$ cat config.mk
export PLATFORM = sky130hd
export DESIGN_NAME = piso_tx_ctrl
export DESIGN_NICKNAME = d
export VERILOG_FILES = /design/src/rtl/piso_tx_pkg.sv /design/src/rtl/piso_shreg.sv /design/src/rtl/piso_tx_ctrl.sv
export SDC_FILE = /design/constraint.sdc
export NUM_CORES = 1
export LEC_CHECK = 0
export ABC_AREA = 1
export CAP_MARGIN = 20
export CORE_MARGIN = 5
export CORE_UTILIZATION = 45
export DETAILED_ROUTE_END_ITERATION = 10
export DONT_BUFFER_PORTS = 1
export PLACE_DENSITY = 0.61
export SETUP_SLACK_MARGIN = 0.02
export SYNTH_ARGS = -nofsm -noshare
export SYNTH_HDL_FRONTEND = slang
export SYNTH_SLANG_ARGS = --single-unit
$ cat constraint.sdc
create_clock -name clk -period 1.4 [get_ports clk]
set_input_delay 0.42 -clock clk [delete_from_list [all_inputs] [get_ports clk]]
set_output_delay 0.42 -clock clk [all_outputs]
set_load 0.01 [all_outputs]
$ cat src/rtl/piso_tx_pkg.sv
// ----------------------------------------------------------------------------
// piso_tx_pkg : shared state encoding and counter-width helper for piso_tx_ctrl
// Rev 1.0
// ----------------------------------------------------------------------------
`timescale 1ns/1ps
`default_nettype none

package piso_tx_pkg;

  typedef enum logic [1:0] {
    ST_IDLE  = 2'd0,
    ST_SHIFT = 2'd1,
    ST_GAP   = 2'd2
  } state_e;

  // Bits needed to count down from n-1 to 0, never less than one bit.
  function automatic int cnt_w(input int n);
    return (n <= 2) ? 1 : $clog2(n);
  endfunction

endpackage

`default_nettype wire

$ cat src/rtl/piso_shreg.sv
// ----------------------------------------------------------------------------
// piso_shreg : parallel-load shift register presenting one serial bit per cycle
// Rev 1.0
// ----------------------------------------------------------------------------
`timescale 1ns/1ps
`default_nettype none

module piso_shreg #(
  parameter int WIDTH     = 8,
  parameter int MSB_FIRST = 1
) (
  input  logic             clk,
  input  logic             rst,
  input  logic             clr,
  input  logic             load,
  input  logic             shift_en,
  input  logic [WIDTH-1:0] load_data,
  output logic             ser_bit
);

  logic [WIDTH-1:0] shreg_q;
  logic [WIDTH-1:0] w_shifted;

  generate
    if (MSB_FIRST != 0) begin : g_msb_first
      assign ser_bit   = shreg_q[WIDTH-1];
      assign w_shifted = {shreg_q[WIDTH-2:0], 1'b0};
    end else begin : g_lsb_first
      assign ser_bit   = shreg_q[0];
      assign w_shifted = {1'b0, shreg_q[WIDTH-1:1]};
    end
  endgenerate

  always_ff @(posedge clk or posedge rst) begin
    if (rst) begin
      shreg_q <= '0;
    end else if (clr) begin
      shreg_q <= '0;
    end else if (load) begin
      shreg_q <= load_data;
    end else if (shift_en) begin
      shreg_q <= w_shifted;
    end
  end

endmodule

`default_nettype wire

$ cat src/rtl/piso_tx_ctrl.sv
// ----------------------------------------------------------------------------
// piso_tx_ctrl : word-to-serial sequencer with a one-word holding buffer
// Rev 1.0
// ----------------------------------------------------------------------------
`timescale 1ns/1ps
`default_nettype none

module piso_tx_ctrl
  import piso_tx_pkg::*;
#(
  parameter int WIDTH     = 8,
  parameter int MSB_FIRST = 1,
  parameter int GAP       = 0
) (
  input  logic             clk,
  input  logic             rst,
  input  logic             in_valid,
  output logic             in_ready,
  input  logic [WIDTH-1:0] in_data,
  input  logic             flush,
  output logic             ser_out,
  output logic             ser_valid,
  output logic             ser_first,
  output logic             word_done,
  output logic             busy
);

  localparam int              BW       = cnt_w(WIDTH);
  localparam int              GW       = cnt_w(GAP + 1);
  localparam logic [BW-1:0]   BIT_LAST = BW'(WIDTH - 1);
  localparam logic [GW-1:0]   GAP_LAST = GW'((GAP > 0) ? GAP - 1 : 0);

  state_e           state_q, state_d;
  logic [WIDTH-1:0] buf_q;
  logic             buf_full_q, buf_full_d;
  logic [BW-1:0]    bit_cnt_q, bit_cnt_d;
  logic [GW-1:0]    gap_cnt_q, gap_cnt_d;
  logic             w_xfer, w_load, w_shift_en, w_ser_bit;

  assign in_ready   = !buf_full_q && !flush && !rst;
  assign w_xfer     = in_valid && in_ready;
  assign w_shift_en = (state_q == ST_SHIFT) && !flush;

  always_ff @(posedge clk or posedge rst) begin
    if (rst) begin
      state_q <= ST_IDLE;
    end else begin
      state_q <= state_d;
    end
  end

  always_ff @(posedge clk or posedge rst) begin
    if (rst) begin
      buf_q      <= '0;
      buf_full_q <= 1'b0;
      bit_cnt_q  <= '0;
      gap_cnt_q  <= '0;
    end else begin
      if (w_xfer) begin
        buf_q <= in_data;
      end
      buf_full_q <= buf_full_d;
      bit_cnt_q  <= bit_cnt_d;
      gap_cnt_q  <= gap_cnt_d;
    end
  end

  // Reload from the buffer happens from IDLE, at the last bit (no gap) or at the end of a gap.
  always_comb begin
    state_d   = state_q;
    bit_cnt_d = bit_cnt_q;
    gap_cnt_d = gap_cnt_q;
    w_load    = 1'b0;
    if (flush) begin
      state_d   = ST_IDLE;
      bit_cnt_d = '0;
      gap_cnt_d = '0;
    end else begin
      case (state_q)
        ST_IDLE: begin
          if (buf_full_q) begin
            w_load    = 1'b1;
            bit_cnt_d = BIT_LAST;
            state_d   = ST_SHIFT;
          end
        end
        ST_SHIFT: begin
          if (bit_cnt_q != '0) begin
            bit_cnt_d = bit_cnt_q - BW'(1);
          end else if (GAP > 0) begin
            gap_cnt_d = GAP_LAST;
            state_d   = ST_GAP;
          end else if (buf_full_q) begin
            w_load    = 1'b1;
            bit_cnt_d = BIT_LAST;
          end else begin
            state_d   = ST_IDLE;
          end
        end
        ST_GAP: begin
          if (gap_cnt_q != '0) begin
            gap_cnt_d = gap_cnt_q - GW'(1);
          end else if (buf_full_q) begin
            w_load    = 1'b1;
            bit_cnt_d = BIT_LAST;
            state_d   = ST_SHIFT;
          end else begin
            state_d   = ST_IDLE;
          end
        end
        default: state_d = ST_IDLE;
      endcase
    end

    if (flush) begin
      buf_full_d = 1'b0;
    end else if (w_xfer) begin
      buf_full_d = 1'b1;
    end else if (w_load) begin
      buf_full_d = 1'b0;
    end else begin
      buf_full_d = buf_full_q;
    end
  end

  always_comb begin
    ser_valid = 1'b0;
    ser_out   = 1'b0;
    ser_first = 1'b0;
    word_done = 1'b0;
    busy      = (state_q != ST_IDLE) || buf_full_q;
    if (state_q == ST_SHIFT) begin
      ser_valid = 1'b1;
      ser_out   = w_ser_bit;
      ser_first = (bit_cnt_q == BIT_LAST);
      word_done = (bit_cnt_q == '0);
    end
  end

  piso_shreg #(
    .WIDTH     (WIDTH),
    .MSB_FIRST (MSB_FIRST)
  ) u_shreg (
    .clk       (clk),
    .rst       (rst),
    .clr       (flush),
    .load      (w_load),
    .shift_en  (w_shift_en),
    .load_data (buf_q),
    .ser_bit   (w_ser_bit)
  );

endmodule

`default_nettype wire

==> impl_metrics.ini, run 1 <==
[placed_design]
numPortBuffers = 0
globalplace.congestion = 0.8069
hpwlAfterDp_mm = 1.454
preCtsSetupSlack_ns = -0.03475
dpl_cell_area_um2 = 1127
dpl.cell_count = 167

[pwr]
power.density_cell_area_nw_per_um2 = 922.1
power.leakage_nw = 0.6844
finalPower_w = 0.001188
ir_worst_vdd_mv = 0.5155

[cts]
cts.path.max_buffers = 2
clkTransAtPathRegs_ns = 0.12
tritoncts = done
cts_buffers = 3
htree_num_levels = 1
clock_tree.root_cell = sky130_fd_sc_hd__clkbuf_4
ctsHoldBuffers = 0
cts.sinks = 21
clock_latency_ns = 0.30

[routing]
vias = 848
route.antenna.remaining_nets = 0
dr.first_iter.drc_count = 23
totalWireLength_mm = 2.064
firstDrtPassIters = 4
route.detailed.drc = 0
via_per_inst = 4.791
routed_wire_length_per_instance_um = 11.66

[timing]
worst_skew_ns = 0.006707
final.setup.worst_slack_ns = -0.1694
final_hold_viol_count = 0
max-slew-margin-rel = 0.7541
worst_pin_slew_ns = 0.3677
fin_crit_ns = 1.569
portion_of_the_clock_cycle_consumed_by_the_worst_path_in_the_final_layout = 1.121
setup_viol = 4
top_achievable_clock_speed_ghz = 0.6372
rsz_0062_raised_after_global_routing = true
maxSlewViolCount = 0

[grt]
grt_pass1_vias = 796
grt.met3_usage = 0.02832
first_pass_grt_wire_length_mm = 3.532
pin_count_of_the_biggest_net_entering_global_routing = 22
gr-usage-met2 = 0.1950
grt_overflow_total = 0
grt_most_used_layer = met2
grt_usage = 0.1328
use_met1 = 0.1864
grt_antenna_before_repair = 0

[floorplan]
core_region_area_um2 = 2255
row_count = 17
fp.dieW_um = 59.21
die-area_um2 = 3506
io_pins = 18
chipHeight_um = 59.21
start_util = 0.4834

[setup_path]
reg2reg_slack_ns = 0.09
setup.worst_path.end_class = output pin
worstPathRequired_ns = 0.98
path_class = flop to output pin
worst_ep_arrival_time_ns = 1.15
critical_path.max_fanout = 2
timing.critical_path.from_type = flop

[layout]
fin_nets = 165
layout.cells.most_common_list = sky130_fd_sc_hd__nand2_1, sky130_fd_sc_hd__nand3_1, sky130_fd_sc_hd__dfrtp_1
n_antenna_cell = 0
share_of_the_core_filled_with_cells_in_the_final_layout = 0.5716
final_cell_area_um2 = 1289
multiInputGateArea_um2 = 540.5
final_cells = 177
post_route_cells_drive_above_1_share = 0.2349
most_common_cell_after_layout_fill_and_taps_aside = sky130_fd_sc_hd__nand2_1
fillerInstances = 212
sequential_cell_area_um2 = 528.0
areaGrowthSynthToFinish_pct = 18.26

[synth]
synth.net_count = 154
yosys_warnings = 0
yosys.area.top_type = sky130_fd_sc_hd__dfrtp_1
synthCells = 139
synthesis.area_per_instance_um2 = 7.840
yosys.area.top_type_share = 0.4822
synth_seq_cells = 21
ys_seq_area_frac = 0.4822
netlist_area_um2 = 1090
synth.distinct_cells = 20
synth.top_cells.by_area = sky130_fd_sc_hd__dfrtp_1, sky130_fd_sc_hd__nand2_1, sky130_fd_sc_hd__nand3_1, sky130_fd_sc_hd__inv_1, sky130_fd_sc_hd__ha_1

[status]
failing_checks = setup timing
status = complete, but fails checks

[run]
drv_cap = 0

[hold_path]
min-delay-path-class = primary input to asynchronous set/reset pin
==> final timing paths <==
path                                          end              startpoint  cells after the start
max                                     ser_first  bit_cnt_q[0]$_DFF_PP0_                      4
min                          buf_q[7]$_DFFE_PP0P_                     rst                      2
max reg2reg                bit_cnt_q[2]$_DFF_PP0_  bit_cnt_q[1]$_DFF_PP0_                      7
min reg2reg                  buf_q[2]$_DFFE_PP0P_    buf_q[2]$_DFFE_PP0P_                      2
max in group asynchronous  state_q[0]$_DFFE_PP0P_                     rst                      2
min in group clk           state_q[0]$_DFFE_PP0P_                   flush                      1
==> flip-flops by register name (all words and copies together) (netlist names) <==
| signal | count |
|---|---|
| state_q | 1 |
| bit_cnt_q | 3 |
| buf_q | 8 |
| u_shreg.shreg_q | 8 |
| buf_full_q | 1 |
==> cells by family (layout without fill, tap and decap cells) <==
| group | Yosys count | count (layout) | synth area share |
|---|---|---|---|
| and+or+nand+nor | 81 | 81 | 0.3421 |
| adders and majority gates | 3 | 3 | 0.03445 |
| xor gates and xnor gates | 1 | 1 | 0.008038 |
| buffers and inverters | 26 | 36 | 0.09758 |
| DFF | 21 | 21 | 0.4822 |
| AOI/OAI and AO/OA | 7 | 7 | 0.03558 |
==> synthesized netlist by cell type (all sizes together) <==
library cell,n
a21oi,4
o21ai,3
xor2,1
buf,3
ha,3
nor3,2
nand3,23
nor2,7
inv,23
nand2,49
dfrtp,21
==> per-layer routing <==
metal	vias up	share of wire
met5	-	0
met4	0	0.0087
met3	2	0.051
met2	19	0.47
met1	381	0.47
li1	446	-
==> timing repair <==
item	CTS	global route
gates cloned	0	0
pin swaps	3	2
buffers inserted	4	2
gates resized for setup	17	9
setup endpoints to repair	12	10
==> cell type report <==
class / instances / area share
Timing Repair Buffer: 9 / 0.05243
Inverter: 23 / 0.07087
Tap cell: 28 / 0.02718
Clock buffer: 4 / 0.02039
Multi-Input combinational cell: 92 / 0.4194
Sequential cell: 21 / 0.4097
==> power by group <==
group / leakage (nW) / switching, W / total (W) / internal [W]
registers: 0.276 / 0.0000356 / 0.000694 / 0.000658
logic: 0.393 / 0.000116 / 0.000198 / 0.0000816
clock network: 0.0150 / 0.000186 / 0.000297 / 0.000111
total: 0.684 / 0.000337 / 0.00119 / 0.000851
==> through the flow <==
| stage | setup TNS [ns] | hold WS (ns) |
|---|---|---|
| after floorplan | 0 | 0.3965 |
| after global placement | 0 | 0.3607 |
| after detailed placement | -0.1758 | 0.3615 |
| after CTS | -0.4443 | 0.01685 |
| after global routing | -0.7054 | 0.02971 |
| final | -0.4733 | 0.01009 |
==> worst max-delay path, cell delays in order (launching register included) <==
cell and delay [ns]:
sky130_fd_sc_hd__dfrtp_1 0.42, sky130_fd_sc_hd__buf_4 0.14, sky130_fd_sc_hd__ha_2 0.17, sky130_fd_sc_hd__nand2_2 0.07, sky130_fd_sc_hd__nor2_4 0.04
(Power assumes the default switching activity.)
==> run 2: changes to the inputs <==
==> constraint.sdc (replaced) <==
create_clock -name clk -period 1.4 [get_ports clk]
set_input_delay 0.21 -clock clk [delete_from_list [all_inputs] [get_ports clk]]
set_output_delay 0.21 -clock clk [all_outputs]
set_load 0.01 [all_outputs]
==> impl_metrics.ini, run 2 (same netlist as run 1, synthesis figures left out) <==
[layout]
most_common_cell_after_layout_fill_and_taps_aside = sky130_fd_sc_hd__nand2_1
sequential_cell_area_um2 = 525.5
post_route_cells_drive_above_1_share = 0.2143
fin_nets = 170
final_cells = 182
multiInputGateArea_um2 = 500.5
biggestRegsByFlops = buf_q x8, u_shreg.shreg_q x8, bit_cnt_q x3
layout.cells.most_common_list = sky130_fd_sc_hd__nand2_1, sky130_fd_sc_hd__nand3_1, sky130_fd_sc_hd__dfrtp_1
areaGrowthSynthToFinish_pct = 17.91
n_antenna_cell = 0
share_of_the_core_filled_with_cells_in_the_final_layout = 0.5699
fillerInstances = 225

[hold_path]
min-delay-path-class = primary input to flop

[floorplan]
start_util = 0.4834
die-area_um2 = 3506
io_pins = 18
core_region_area_um2 = 2255
row_count = 17
chipHeight_um = 59.21
fp.dieW_um = 59.21

[timing]
maxSlewViolCount = 0
fin_crit_ns = 1.364
final_hold_viol_count = 0
worst_pin_slew_ns = 0.3058
holdWs_ns = 0.02503
rsz_0062_raised_after_global_routing = true
top_achievable_clock_speed_ghz = 0.7333
final.setup.worst_slack_ns = 0.03624
portion_of_the_clock_cycle_consumed_by_the_worst_path_in_the_final_layout = 0.9741
worst_skew_ns = 0.0003568
setup_viol = 0
max-slew-margin-rel = 0.7962

[cts]
clkTransAtPathRegs_ns = 0.12
htree_num_levels = 1
cts.path.max_buffers = 2
clock_latency_ns = 0.31
cts_buffers = 3
clock_tree.root_cell = sky130_fd_sc_hd__clkbuf_4
cts.sinks = 21
tritoncts = done

[routing]
vias = 867
firstDrtPassIters = 4
totalWireLength_mm = 2.094
routed_wire_length_per_instance_um = 11.51
route.antenna.remaining_nets = 0
via_per_inst = 4.764
dr.first_iter.drc_count = 21
route.detailed.drc = 0

[setup_path]
worst_ep_arrival_time_ns = 1.15
timing.critical_path.from_type = flop
path_class = flop to output pin
critical_path.max_fanout = 2
setup.worst_path.end_class = output pin
worstPathRequired_ns = 1.19

[pwr]
finalPower_w = 0.001190
power.leakage_nw = 0.7224
power.density_cell_area_nw_per_um2 = 926.0
ir_worst_vdd_mv = 0.6141

[placed_design]
preCtsSetupSlack_ns = -0.007316
globalplace.congestion = 0.8815
hpwlAfterDp_mm = 1.541
numPortBuffers = 0
dpl.cell_count = 172

[run]
drv_cap = 0

[status]
status = finished clean

[grt]
pin_count_of_the_biggest_net_entering_global_routing = 22
grt_usage = 0.1436
grt_pass1_vias = 823
first_pass_grt_wire_length_mm = 3.746
grt_antenna_before_repair = 0
grt_overflow_total = 0
-- run 2: cell count changes in the layout (fill, tap and decap cells not counted), sizes merged --
cell	before	now
clkinv	0	1
clkbuf	4	3
buf	9	12
dlygate4sd3	0	2
-- run 2: per-layer routing --
metal / wire length [um] / track usage / vias to the layer above
li1: - / - / 463
met1: 1026 / 0.2011 / 377
met2: 900 / 0.2044 / 23
met3: 118 / 0.03050 / 4
met4: 48 / 0.07767 / 0
met5: 0 / 0 / -
-- run 2: metrics by stage --
step                      setup TNS [ns]  instance area [um^2]
after floorplan                        0                  1090
after global placement                 0                  1165
after detailed placement        -0.01276                  1165
after CTS                              0                  1252
after global routing            -0.03807                  1285
final                                  0                  1285
-- run 2: path summary, 6_finish.rpt --
path / from / end / slack (ns) / depth (start not counted)
setup / recovery: bit_cnt_q[0]$_DFF_PP0_ / ser_first / 0.04 / 4
hold / removal: in_data[1] / buf_q[1]$_DFFE_PP0P_ / 0.03 / 2
setup reg to reg: bit_cnt_q[0]$_DFF_PP0_ / bit_cnt_q[2]$_DFF_PP0_ / 0.09 / 7
hold reg to reg: buf_q[1]$_DFFE_PP0P_ / buf_q[1]$_DFFE_PP0P_ / 0.50 / 2
max in group asynchronous: rst / bit_cnt_q[2]$_DFF_PP0_ / 0.83 / 3
min in group asynchronous: rst / buf_full_q$_DFFE_PP0P_ / 0.36 / 3
-- run 2: power breakdown --
part / internal [W] / leakage (nW) / switching, W / total, W
Clock: 0.000107 / 0.0177 / 0.000195 / 0.000302
Combinational: 0.0000846 / 0.426 / 0.000114 / 0.000199
Sequential: 0.000658 / 0.279 / 0.0000315 / 0.000689
Total: 0.000849 / 0.722 / 0.000341 / 0.00119
-- run 2: worst max-delay path, stage by stage, from the launching register on --
cell and delay (ns):
sky130_fd_sc_hd__dfrtp_1 0.41, sky130_fd_sc_hd__buf_4 0.14, sky130_fd_sc_hd__ha_1 0.18, sky130_fd_sc_hd__nand2_1 0.07, sky130_fd_sc_hd__nor2_2 0.05
-- run 2: layout make-up --
class / count / share of cell area
Timing Repair Buffer: 14 / 0.08569
Inverter: 23 / 0.06719
Clock buffer: 3 / 0.01753
Tap cell: 28 / 0.02726
Multi-Input combinational cell: 92 / 0.3895
Sequential cell: 21 / 0.4090
Clock inverter: 1 / 0.003895
-- run 2: repair_timing --
action,CTS,global route
hold buffers,2,0
buffers inserted,2,2
endpoints found under the hold margin,22,0
resized for setup,8,5
setup endpoints to repair,9,9
pin swaps,2,4
==> run 3: changes to the inputs <==
==> constraint.sdc (replaced) <==
create_clock -name clk -period 1.6 [get_ports clk]
set_input_delay 0.24 -clock clk [delete_from_list [all_inputs] [get_ports clk]]
set_output_delay 0.24 -clock clk [all_outputs]
set_load 0.01 [all_outputs]
==> impl_metrics.ini, run 3 (same netlist as run 1, synthesis figures left out) <==
[grt]
grt_overflow_total = 0
pin_count_of_the_biggest_net_entering_global_routing = 22
grt_pass1_vias = 871
grt_usage = 0.1403
grt_antenna_before_repair = 0
first_pass_grt_wire_length_mm = 3.781

[routing]
vias = 824
via_per_inst = 4.791
firstDrtPassIters = 4
totalWireLength_mm = 2.003
routed_wire_length_per_instance_um = 11.65
route.detailed.drc = 0
dr.first_iter.drc_count = 34
route.antenna.remaining_nets = 0

[cts]
post-cts-setup-buffers = 0
cts.sinks = 21
htree_num_levels = 1
tritoncts = done
clock_tree.root_cell = sky130_fd_sc_hd__clkbuf_4
cts.path.max_buffers = 2
clkTransAtPathRegs_ns = 0.12
clock_latency_ns = 0.31
cts_buffers = 3

[setup_path]
timing.rr.end = u_shreg.shreg_q[2]$_DFFE_PP0P_
cpMaxStageDelayCell = sky130_fd_sc_hd__dfrtp_1
setup.worst_path.end_class = output pin
reg2reg_slack_ns = 0.19
critPathMaxStageDelay_ns = 0.48
worst_ep_arrival_time_ns = 1.26
path_class = flop to output pin
critical_path.max_fanout = 9
worstRegToRegCells = 8
timing.critical_path.from_type = flop
worstPathRequired_ns = 1.36
worst_r2r_startpoint = bit_cnt_q[0]$_DFF_PP0_
timing.critical_path.cells = nor3_4, buf_4

[floorplan]
row_count = 17
start_util = 0.4834
core_region_area_um2 = 2255
chipHeight_um = 59.21
io_pins = 18
fp.dieW_um = 59.21
die-area_um2 = 3506

[placed_design]
globalplace.congestion = 0.8020
numPortBuffers = 0
dpl_cell_area_um2 = 1120
preCtsSetupSlack_ns = 0.1486
hpwlAfterDp_mm = 1.501

[run]
drv_cap = 0

[layout]
post_route_cells_drive_above_1_share = 0.1111
multiInputGateArea_um2 = 467.9
fin_nets = 160
fillerInstances = 225
final_cell_area_um2 = 1177
most_common_cell_after_layout_fill_and_taps_aside = sky130_fd_sc_hd__nand2_1
layout.cells.most_common_list = sky130_fd_sc_hd__nand2_1, sky130_fd_sc_hd__nand3_1, sky130_fd_sc_hd__dfrtp_1
biggestRegsByFlops = buf_q x8, u_shreg.shreg_q x8, bit_cnt_q x3
sequential_cell_area_um2 = 525.5
areaGrowthSynthToFinish_pct = 8.037
n_antenna_cell = 0

[pwr]
power.leakage_nw = 0.6614
power.density_cell_area_nw_per_um2 = 850.6
ir_worst_vdd_mv = 0.5446

[timing]
worst_skew_ns = 0.004245
maxSlewViolCount = 0
top_achievable_clock_speed_ghz = 0.6689
rsz_0062_raised_after_global_routing = true
worst_pin_slew_ns = 0.3200
setup_viol = 0
portion_of_the_clock_cycle_consumed_by_the_worst_path_in_the_final_layout = 0.9344
setup_tns_ns = 0
final_hold_viol_count = 0
max-slew-margin-rel = 0.7867
fin_crit_ns = 1.495
final.setup.worst_slack_ns = 0.1049

[status]
status = finished clean

[hold_path]
hold_path_depth = 2
min-delay-path-class = primary input to flop
hold_path.startpoint = in_data[1]
hold_path_end = buf_q[1]$_DFFE_PP0P_
## run 3: cell count changes in the layout (fill, tap and decap cells not counted), sizes merged
cell / change
buf: -10
## run 3: cell type report
class                           instances  area share
Inverter                               23     0.07333
Clock inverter                          1    0.004251
Clock buffer                            3     0.01913
Sequential cell                        21      0.4463
Timing Repair Buffer                    4     0.02976
Tap cell                               28     0.02976
Multi-Input combinational cell         92      0.3974
## run 3: where the power goes
| group | internal, W | leakage, nW | switching, W |
|---|---|---|---|
| Combinational | 0.0000495 | 0.365 | 0.0000870 |
| Clock | 0.0000933 | 0.0177 | 0.000167 |
| Sequential | 0.000575 | 0.279 | 0.0000289 |
| Total | 0.000718 | 0.661 | 0.000283 |
## run 3: critical path: cells and delay by family (launching register included)
kind,cells,cell delay [ns]
flops,1,0.48
buf+inv,1,0.21
simple gates,1,0.27
## run 3: per-layer routing
| layer | vias to the layer above | global-route usage | wire [um] |
|---|---|---|---|
| li1 | 439 | - | - |
| met1 | 359 | 0.1868 | 1019 |
| met2 | 22 | 0.2075 | 853 |
| met3 | 4 | 0.02832 | 99 |
| met4 | 0 | 0.08414 | 31 |
| met5 | - | 0 | 0 |
## run 3: worst max-delay path by stage
stage,from,to,depth (start not counted)
2_1_floorplan,bit_cnt_q[0]$_DFF_PP0_,u_shreg.shreg_q[2]$_DFFE_PP0P_,8
3_3_place_gp,bit_cnt_q[0]$_DFF_PP0_,u_shreg.shreg_q[3]$_DFFE_PP0P_,8
3_5_place_dp,bit_cnt_q[0]$_DFF_PP0_,u_shreg.shreg_q[2]$_DFFE_PP0P_,8
4_1_cts,bit_cnt_q[0]$_DFF_PP0_,word_done,4
5_1_grt,bit_cnt_q[0]$_DFF_PP0_,word_done,4
6_report,buf_full_q$_DFFE_PP0P_,in_ready,2
## run 3: metrics by stage
step	utilization	instances	total power, W	hold slack, ns
finish	0.5222	172	0.001001	0.06070
floorplan	-	139	0.0007203	0.2165
CTS	0.5178	172	0.001022	0.04469
detailed placement	0.4967	166	0.0007463	0.1885
global placement	0.4967	166	0.0007406	0.1786
global route	0.5222	172	0.001075	0.05668
## run 3: repair_timing
item | in CTS | in global routing
endpoints found under the setup margin | 0 | 8
gates resized for setup | 0 | 3
hold buffers | 2 | 0
hold endpoints to repair | 22 | 0
